### src/rtl/plab4_net_router_input_domain_queue_tp.sv
// Timing-channel-protected router input queue.
// Two per-domain FIFOs feed the terminal control under a fixed,
// traffic-independent time-division slot schedule. Only the domain that
// owns the current slot can issue. The other FIFO is never popped and never
// drives the outputs.
// Optional build macro: PLAB4_NET_INPUT_QUEUE_TP_GUARD_CYCLE_EN blanks
// out_val in the last cycle of every slot.

// Per-domain circular FIFO. The pointers wrap naturally because the depth is
// a power of two.
module plab4_net_router_input_domain_queue_tp_fifo #(
  parameter int p_msg_nbits   = 44,
  parameter int p_num_entries = 2
)(
  input  logic                   clk,
  input  logic                   reset,
  input  logic                   enq,
  input  logic                   deq,
  input  logic [p_msg_nbits-1:0] enq_msg,
  output logic                   full,
  output logic                   empty,
  output logic [p_msg_nbits-1:0] head
);

  localparam int PTR_W = $clog2(p_num_entries);
  localparam int CNT_W = PTR_W + 1;
  localparam logic [CNT_W-1:0] FULL_CNT = CNT_W'(p_num_entries);

  logic [p_num_entries-1:0][p_msg_nbits-1:0] mem;
  logic [PTR_W-1:0]                          wr_ptr;
  logic [PTR_W-1:0]                          rd_ptr;
  logic [CNT_W-1:0]                          count;
  logic                                      do_enq;
  logic                                      do_deq;

  assign full   = (count == FULL_CNT);
  assign empty  = (count == '0);
  assign head   = mem[rd_ptr];
  // A full FIFO refuses a push even while it is popping in the same cycle.
  assign do_enq = enq && !full;
  assign do_deq = deq && !empty;

  // Storage write. It is cleared on reset so that the reset-state head is deterministic.
  always_ff @(posedge clk or negedge reset) begin
    if (!reset) begin
      mem <= '0;
    end else if (do_enq) begin
      mem[wr_ptr] <= enq_msg;
    end
  end

  // Pointer and occupancy update. A simultaneous push and pop leaves the count unchanged.
  always_ff @(posedge clk or negedge reset) begin
    if (!reset) begin
      wr_ptr <= '0;
      rd_ptr <= '0;
      count  <= '0;
    end else begin
      if (do_enq) wr_ptr <= wr_ptr + 1'b1;
      if (do_deq) rd_ptr <= rd_ptr + 1'b1;
      case ({do_enq, do_deq})
        2'b10:   count <= count + 1'b1;
        2'b01:   count <= count - 1'b1;
        default: count <= count;
      endcase
    end
  end

endmodule

module plab4_net_router_input_domain_queue_tp #(
  parameter int p_msg_nbits   = 44,
  parameter int p_dest_lsb    = 33,
  parameter int p_dest_nbits  = 3,
  parameter int p_num_entries = 2,
  parameter int p_slot_cycles = 4
)(
  input  logic                    clk,
  input  logic                    reset,
  input  logic                    in_val,
  output logic                    in_rdy,
  input  logic [p_msg_nbits-1:0]  in_msg,
  input  logic                    in_domain,
  output logic                    out_val,
  input  logic                    out_rdy,
  output logic [p_msg_nbits-1:0]  out_msg,
  output logic [p_dest_nbits-1:0] dest,
  output logic                    domain0,
  output logic                    domain1
);

  localparam int NUM_DOM = 2;
  localparam int SLOT_W  = (p_slot_cycles > 1) ? $clog2(p_slot_cycles) : 1;
  localparam logic [SLOT_W-1:0] SLOT_LAST = SLOT_W'(p_slot_cycles - 1);

  logic [SLOT_W-1:0]                      slot_cnt;
  logic                                   active;
  logic                                   slot_last;
  logic                                   guard;
  logic [NUM_DOM-1:0]                     enq;
  logic [NUM_DOM-1:0]                     deq;
  logic [NUM_DOM-1:0]                     full;
  logic [NUM_DOM-1:0]                     empty;
  logic [NUM_DOM-1:0][p_msg_nbits-1:0]    head;

  assign slot_last = (slot_cnt == SLOT_LAST);

`ifdef PLAB4_NET_INPUT_QUEUE_TP_GUARD_CYCLE_EN
  // Keep the slot edge quiet so that no launch straddles a domain switch.
  assign guard = slot_last;
`else
  assign guard = 1'b0;
`endif

  // Slot scheduler. It free-runs so that the schedule carries no information about the traffic.
  always_ff @(posedge clk or negedge reset) begin
    if (!reset) begin
      slot_cnt <= '0;
      active   <= 1'b0;
    end else if (slot_last) begin
      slot_cnt <= '0;
      active   <= !active;
    end else begin
      slot_cnt <= slot_cnt + 1'b1;
    end
  end

  assign domain0 = !active;
  assign domain1 = active;

  // in_rdy looks only at the addressed domain's registered fullness. This
  // keeps one domain's backpressure invisible to the other.
  assign in_rdy  = !full[in_domain];
  assign out_val = !empty[active] && !guard;
  assign out_msg = head[active];
  assign dest    = out_msg[p_dest_lsb +: p_dest_nbits];

  for (genvar d = 0; d < NUM_DOM; d++) begin : g_dom
    assign enq[d] = in_val && in_rdy && (in_domain == 1'(d));
    assign deq[d] = out_val && out_rdy && (active == 1'(d));

    plab4_net_router_input_domain_queue_tp_fifo #(
      .p_msg_nbits   (p_msg_nbits),
      .p_num_entries (p_num_entries)
    ) u_fifo (
      .clk     (clk),
      .reset   (reset),
      .enq     (enq[d]),
      .deq     (deq[d]),
      .enq_msg (in_msg),
      .full    (full[d]),
      .empty   (empty[d]),
      .head    (head[d])
    );
  end

endmodule

### config.mk
export PLATFORM = sky130hd
export DESIGN_NAME = plab4_net_router_input_domain_queue_tp
export DESIGN_NICKNAME = d
export VERILOG_FILES = /design/src/rtl/plab4_net_router_input_domain_queue_tp.sv
export SDC_FILE = /design/constraint.sdc
export NUM_CORES = 1
export LEC_CHECK = 0
export ABC_CLOCK_PERIOD_IN_PS = 4100
export CORE_MARGIN = 3
export CORE_UTILIZATION = 50
export DETAILED_ROUTE_END_ITERATION = 10
export PLACE_DENSITY = 0.79
export SETUP_SLACK_MARGIN = 0.1
export SYNTH_ARGS = -nofsm -noshare
export SYNTH_HDL_FRONTEND = slang
export SYNTH_SLANG_ARGS = --single-unit
### constraint.sdc
create_clock -name clk -period 4.1 [get_ports clk]
set_input_delay 0.41 -clock clk [delete_from_list [all_inputs] [get_ports clk]]
set_output_delay 0.41 -clock clk [all_outputs]
set_load 0.03 [all_outputs]
==> results of run 1 <==
==> synth_stat cells (2+ instances only) <==
| cell type | n |
|---|---|
| nand2_1 | 2 |
| ha_1 | 3 |
| xnor2_1 | 6 |
| nor2b_1 | 45 |
| nor2_1 | 6 |
| buf_6 | 4 |
| mux2_1 | 2 |
| a21oi_1 | 46 |
| buf_1 | 2 |
| clkbuf_1 | 13 |
| dfrtp_1 | 187 |
| buf_4 | 8 |
| buf_2 | 17 |
| mux2_2 | 174 |
| xor2_1 | 5 |
| mux2i_1 | 44 |
| a211oi_1 | 44 |
==> metal layers <==
metal	GRT usage [%]	vias up	wire, um
met5	0	-	0
met2	33.4	106	8780
met4	4.93	0	125
li1	-	2403	-
met3	4.96	14	789
met1	26.0	2662	7800
==> worst paths after layout <==
| path | startpoint | end |
|---|---|---|
| max | g_dom[1].u_fifo.rd_ptr | out_msg[19] |
| min | reset | g_dom[0].u_fifo.mem[53] |
| max reg2reg | g_dom[0].u_fifo.count[0] | g_dom[0].u_fifo.mem[41] |
| min reg2reg | slot_cnt[0] | slot_cnt[0] |
| max in group asynchronous | reset | g_dom[1].u_fifo.mem[24] |
| min in group clk | slot_cnt[0] | slot_cnt[0] |
==> logic make-up after synthesis <==
family | after synthesis | share of synthesized area [%]
buffers and inverters | 46 | 3.01
xor gates and xnor gates | 11 | 1.14
muxes | 220 | 28.6
adders and majority gates | 3 | 0.443
AOI/OAI and AO/OA | 91 | 6.74
and+or+nand+nor | 62 | 4.79
DFF | 187 | 55.3
==> per-stage QoR <==
stage               hold WS, ns  std cells  setup WS, ns  cell area [um^2]  total power [mW]
global placement          0.413        897          1.42              9590              7.21
CTS                       0.118        929         0.929             10200              9.16
detailed placement        0.428        897          1.39              9590              7.39
floorplan                 0.114        620          1.70              8470              6.05
global route              0.171        929         0.779             10200              9.61
finish                   0.0940        929         0.953             10200              9.07
==> power by group through the flow <==
stage / registers (mW) / clock network, mW / logic [mW]
floorplan: 3.13 / 0 / 2.92
global route: 3.51 / 1.85 / 4.25
finish: 3.38 / 1.74 / 3.95
global placement: 3.34 / 0 / 3.87
detailed placement: 3.42 / 0 / 3.97
CTS: 3.39 / 1.77 / 4.00
==> final cells by class <==
cell class / instances / area share [%]
Sequential cell: 187 / 45.8
Clock buffer: 25 / 4.85
Tap cell: 216 / 2.64
Clock inverter: 7 / 1.32
Timing Repair Buffer: 106 / 10.6
Inverter: 1 / 0.0367
Multi-Input combinational cell: 387 / 34.7
==> registers in the layout, summed over array words and instances (netlist names) <==
register	count
g_dom.u_fifo.mem	176
g_dom.u_fifo.count	4
g_dom.u_fifo.rd_ptr	2
g_dom.u_fifo.wr_ptr	2
slot_cnt	2
domain1	1
==> summary.md, run 1 <==
| Metric | Value |
|---|---|
| Mapped Avg Cell Area | 13.7 um^2 |
| Drt drc | 0 |
| Minimum clock period | 3.15 ns |
| P_leak | 4.30 nW |
| IO Port Bufs | 99 |
| Root buf cell | clkbuf_16 |
| FF+latch area | 4690 um^2 |
| IO Pins | 100 |
| RePlAce Congestion | 0.744 |
| Number of global-route vias before repair | 5539 |
| CTS tree | yes |
| Fill cells | 1229 |
| Overall Global Routing Usage | 19.9% |
| Critical path's slowest cell | dfrtp_2 |
| Most frequent cells in the layout | 184 x dfrtp_1, 174 x mux2_2, 98 x clkdlybuf4s50_1 |
| Seq pwr share | 37.3% |
| Post-synth top area share | 55.3% |
| Distinct cells, synth | 29 |
| Power share of the clock group | 19.1% |
| Total core area | 16200 um^2 |
| CP required | 3.69 ns |
| Worst path top cell family by delay | flip-flops |
| Final hold viol count | 0 |
| ANT cells | 0 |
| PwrDens | 887 nW/um^2 |
| Num rows | 46 |
| Largest net degree at the start of global routing | 98 |
| Setup TNS | 0 ns |
| R2R depth | 4 |
| Area occupied by multi-input gates | 3550 um^2 |
| Synth Register Bits | 187 |
| Initial antenna violation count | 0 |
| Hold Buf Count CTS | 0 |
| Critical path depth | 4 |
| Worst slew pin tran | 0.981 ns |
| DRT Wirelength | 17500 um |
| Crit Path Max Fanout | 28 |
| Crit Path Category | register to output port |
| CTS max path bufs | 2 |
| P_sw | 3.17 mW |
| Area contributors post-synth | dfrtp_1 55%, mux2_2 23%, mux2i_1 5.2% |
| Synth Flop Type | dfrtp_1 |
| Worst hold path class | input pin to asynchronous set/reset pin |
| Ys Warns | 0 |
| Initial core utilization | 52.2% |
| Final period utilization | 76.7% |
| Commonest non-fill, non-tap cell in the layout | dfrtp_1 |
| Cells after synthesis | 620 |
| Asr flop ratio synth | 100% |
| Postcts setup bufs | 0 |
| Number of max-cap violations | 0 |
| Wirelength per Cell | 18.8 um |
| Pre-antenna DRT Iters | 4 |
| Status | finished, final reports clean |
| R2R Setup Slk | 1.92 ns |
| Count of pins over their slew limit | 0 |
| CTS clock-pin slew for the worst setup and hold paths | 0.06 ns |
| Largest area contributor in the netlist | dfrtp_1 |
| RSZ-0062 raised after global routing | false |
| Final Util | 63.0% |
| Antenna Violating Nets Remaining | 0 |
| Post-DP HPWL | 10700 um |
| Synth Net Count | 672 |
| Synthesized area | 8470 um^2 |
| Area growth from synthesis to layout | 20.7% |
| DRT iter0 DRCs | 233 |
| Final Skew | 0.00829 ns |
| Worst Setup Start Kind | register |
| Remaining global-route overflow | 0 |
| Nets | 752 |
| Worst VDD drop | 550 uV |
| Worst EP arrival | 2.74 ns |
| Via-to-Cell Ratio | 5.58 |
| Layout cell share with drive strength beyond 1 | 30.6% |
| Fmax | 0.318 GHz |
| Post-synth EDFFs | 0 |
| Internal power | 5.90 mW |
| Global-route wire length before repair | 28800 um |
| Max-slew headroom | 34.5% |
| Total die area | 18500 um^2 |
| Die width | 136 um |
| Max incr delay on CP | 1.01 ns |
| Total CTS buffers | 17 |
| WP buf/inv | 2 |
| Critical Path End Type | output port |
| Worst skew pair latency | 0.42 ns |
| Clock Sinks | 187 |
| Final setup viols | 0 |
| Combinational Power Share | 43.6% |
| Sw Share | 35.0% |
| Crit-path cells | buf_12 -> mux2i_1 -> a21oi_1 -> clkdlybuf4s50_1 |
| CTS resizes | 0 |
| Chip Height | 136 um |
| Post-synthesis sequential area ratio | 55.3% |
| CTS H-tree depth | 4 |
| Via Count | 5185 |
No activity file was read; power rests on OpenSTA's default activity.
==> inputs of run 2 (changes only) <==
--- a/config.mk
+++ b/config.mk
@@ -5,7 +5,7 @@
 export SDC_FILE = /design/constraint.sdc
 export NUM_CORES = 1
 export LEC_CHECK = 0
-export ABC_CLOCK_PERIOD_IN_PS = 4100
+export ABC_CLOCK_PERIOD_IN_PS = 2900
 export CORE_MARGIN = 3
 export CORE_UTILIZATION = 50
 export DETAILED_ROUTE_END_ITERATION = 10
==> constraint.sdc (replaced) <==
create_clock -name clk -period 2.9 [get_ports clk]
set_input_delay 0.29 -clock clk [delete_from_list [all_inputs] [get_ports clk]]
set_output_delay 0.29 -clock clk [all_outputs]
set_load 0.03 [all_outputs]
==> run 2 against run 1 <==
Effect of this change: power grew 37%; setup slack lost 0.67 ns; flip-flop and latch count is the same; final area is essentially flat; critical path depth is the same; final cell count grew 0.97%; clock power grew 18%; core utilization grew 0.054 points; first-iteration DRC count shrank 7.3%; critical endpoint is now out_msg[3]; largest power group unchanged; highest routed layer unchanged.
==> summary.md, run 2 (synthesis results as in run 1) <==
| Metric | Value |
|---|---|
| Number of global-route vias before repair | 5636 (+1.8%) |
| Die width | 136 um (unchanged) |
| RePlAce Congestion | 0.765 (+2.8%) |
| Layout cell share with drive strength beyond 1 | 30.7% (+0.17 points) |
| Top Layer Used | met4 |
| Worst hold path class | input pin to asynchronous set/reset pin |
| Wl on met1 | 7470 um (-4.2%) |
| Total die area | 18500 um^2 (unchanged) |
| DRT Wirelength | 17500 um (+0.15%) |
| P_leak | 4.30 nW (about the same) |
| Crit-path cells | buf_4 -> mux2i_1 -> a21oi_1 -> clkdlybuf4s50_1 |
| IO Port Bufs | 99 (unchanged) |
| Fin cells | 938 (+0.97%) |
| Nets | 763 (+1.5%) |
| Drt drc | 0 (unchanged) |
| Final setup viols | 0 (unchanged) |
| Critical path's slowest cell | clkdlybuf4s50_1 |
| Worst EP arrival | 2.33 ns (-0.41 ns) |
| Commonest non-fill, non-tap cell in the layout | dfrtp_1 |
| Largest net degree at the start of global routing | 67 (-32%) |
| Final period utilization | 90.3% |
| Worst Setup Start Kind | register |
| Max incr delay on CP | 0.72 ns (-0.29 ns) |
| Total core area | 16200 um^2 (unchanged) |
| Number of max-cap violations | 0 (unchanged) |
| DRT iter0 DRCs | 216 (-7.3%) |
| CTS tree | yes |
| RSZ-0062 raised after global routing | false |
| CTS clock-pin slew for the worst setup and hold paths | 0.06 ns (about the same) |
| Worst skew pair latency | 0.42 ns (about the same) |
| Crit Path Max Fanout | 25 (-11%) |
| Num rows | 46 (unchanged) |
| Area occupied by multi-input gates | 3550 um^2 (unchanged) |
| Initial antenna violation count | 0 (unchanged) |
| Final Skew | 0.00586 ns (-0.00243 ns) |
| CTS resizes | 0 (unchanged) |
| Chip Height | 136 um (unchanged) |
| Pre-antenna DRT Iters | 4 (unchanged) |
| Remaining global-route overflow | 0 (unchanged) |
| Regs by FF count | g_dom.u_fifo.mem: 176 flops, g_dom.u_fifo.count: 4 flops |
| Largest reg by FF count | g_dom.u_fifo.mem |
| CTS H-tree depth | 4 (unchanged) |
| Area growth from synthesis to layout | 20.8% (about the same) |
| Fill cells | 1260 (+2.5%) |
| Max-slew headroom | 55.7% (+21 points) |
| FF+latch area | 4690 um^2 (unchanged) |
| Hold_ws | 0.408 ns (+0.314 ns) |
| Wirelength per Cell | 18.7 um (-0.81%) |
| Most frequent cells in the layout | 184 x dfrtp_1, 174 x mux2_2, 98 x clkdlybuf4s50_1 |
| Worst VDD drop | 711 uV (+29%) |
| Total CTS buffers | 17 (unchanged) |
| Area post-placement | 9660 um^2 (+0.76%) |
| PwrDens | 1220 nW/um^2 (+37%) |
| Worst slew pin tran | 0.665 ns (-0.317 ns) |
| Cell count after placement | 905 (+0.89%) |
| Global-route wire length before repair | 28700 um (-0.17%) |
| CP required | 2.61 ns (-1.08 ns) |
| Initial core utilization | 52.2% (unchanged) |
| Setup TNS | 0 ns (unchanged) |
| Status | finished, final reports clean |
| Final Util | 63.0% (about the same) |
| Antenna Violating Nets Remaining | 0 (unchanged) |
| Final instance area | 10200 um^2 (about the same) |
| Minimum clock period | 2.62 ns |
| Final hold viol count | 0 (unchanged) |
| Count of pins over their slew limit | 0 (unchanged) |
| Fmax | 0.382 GHz |
| Root buf cell | clkbuf_16 |
| Overall Global Routing Usage | 20.1% (+0.21 points) |
| WP buf/inv | 2 (unchanged) |
| Critical Path End Type | output port |
| Worst path top cell family by delay | buffers and inverters |
| CTS max path bufs | 2 (unchanged) |
| Post-DP HPWL | 11000 um (+2.9%) |
| Crit Path Category | register to output port |
| Metal2 WL | 8960 um (+2.0%) |
| Max reg flops | 176 (unchanged) |
| Via Count | 5212 (+0.52%) |
| Via-to-Cell Ratio | 5.56 (-0.44%) |
| IO Pins | 100 (unchanged) |
| Clock Sinks | 187 (unchanged) |
| DR WL met3 | 897 um (+14%) |
| ANT cells | 0 (unchanged) |
[run 2: metrics by stage]
| stage | total power [mW] | setup WS (ns) |
|---|---|---|
| 2_1_floorplan | 8.56 | 0.623 |
| 3_3_place_gp | 10.2 | 0.579 |
| 3_5_place_dp | 10.5 | 0.511 |
| 4_1_cts | 12.6 | 0.173 |
| 5_1_grt | 13.2 | 0.190 |
| 6_report | 12.4 | 0.282 |
[run 2: cell type report]
type,instances,share of cell area (%)
Sequential cell,187,45.8
Multi-Input combinational cell,387,34.7
Timing Repair Buffer,117,11.8
Clock buffer,29,4.99
Tap cell,216,2.64
Clock inverter,1,0.0734
Inverter,1,0.0367
[run 2: layer usage]
layer	up-vias	GRT usage, %
met5	-	0
li1	2411	-
met1	2672	24.2
met2	113	35.4
met4	0	4.98
met3	16	5.85
[run 2: worst paths after layout]
path	depth (start not counted)	start	slack, ns	endpoint
min in group clk	1	slot_cnt[0]	0.43	slot_cnt[0]
setup reg to reg	4	g_dom[0].u_fifo.count[0]	1.03	g_dom[0].u_fifo.mem[84]
max in group asynchronous	3	reset	1.63	g_dom[1].u_fifo.mem[80]
hold / removal	2	reset	0.41	g_dom[0].u_fifo.mem[4]
setup / recovery	4	g_dom[1].u_fifo.rd_ptr	0.28	out_msg[3]
hold reg to reg	1	slot_cnt[0]	0.43	slot_cnt[0]
[run 2: power breakdown]
| part | internal [mW] | switching [mW] |
|---|---|---|
| Sequential | 3.93 | 0.688 |
| Clock | 1.18 | 0.882 |
| Combinational | 2.89 | 2.87 |
| Total | 8.00 | 4.43 |
[run 2: worst register-to-register path, stage by stage, from the launching register on]
cell and delay [ns]:
dfrtp_1 0.43, nand2b_4 0.19, nand4b_4 0.39, buf_4 0.43, mux2_2 0.31
[run 2: what timing repair did]
action / CTS / global route
endpoints found under the setup margin: 10 / 8
hold endpoints to repair: 57 / 0
gates cloned: 0 / 0
setup buffers: 1 / 1
hold buffers: 1 / 0
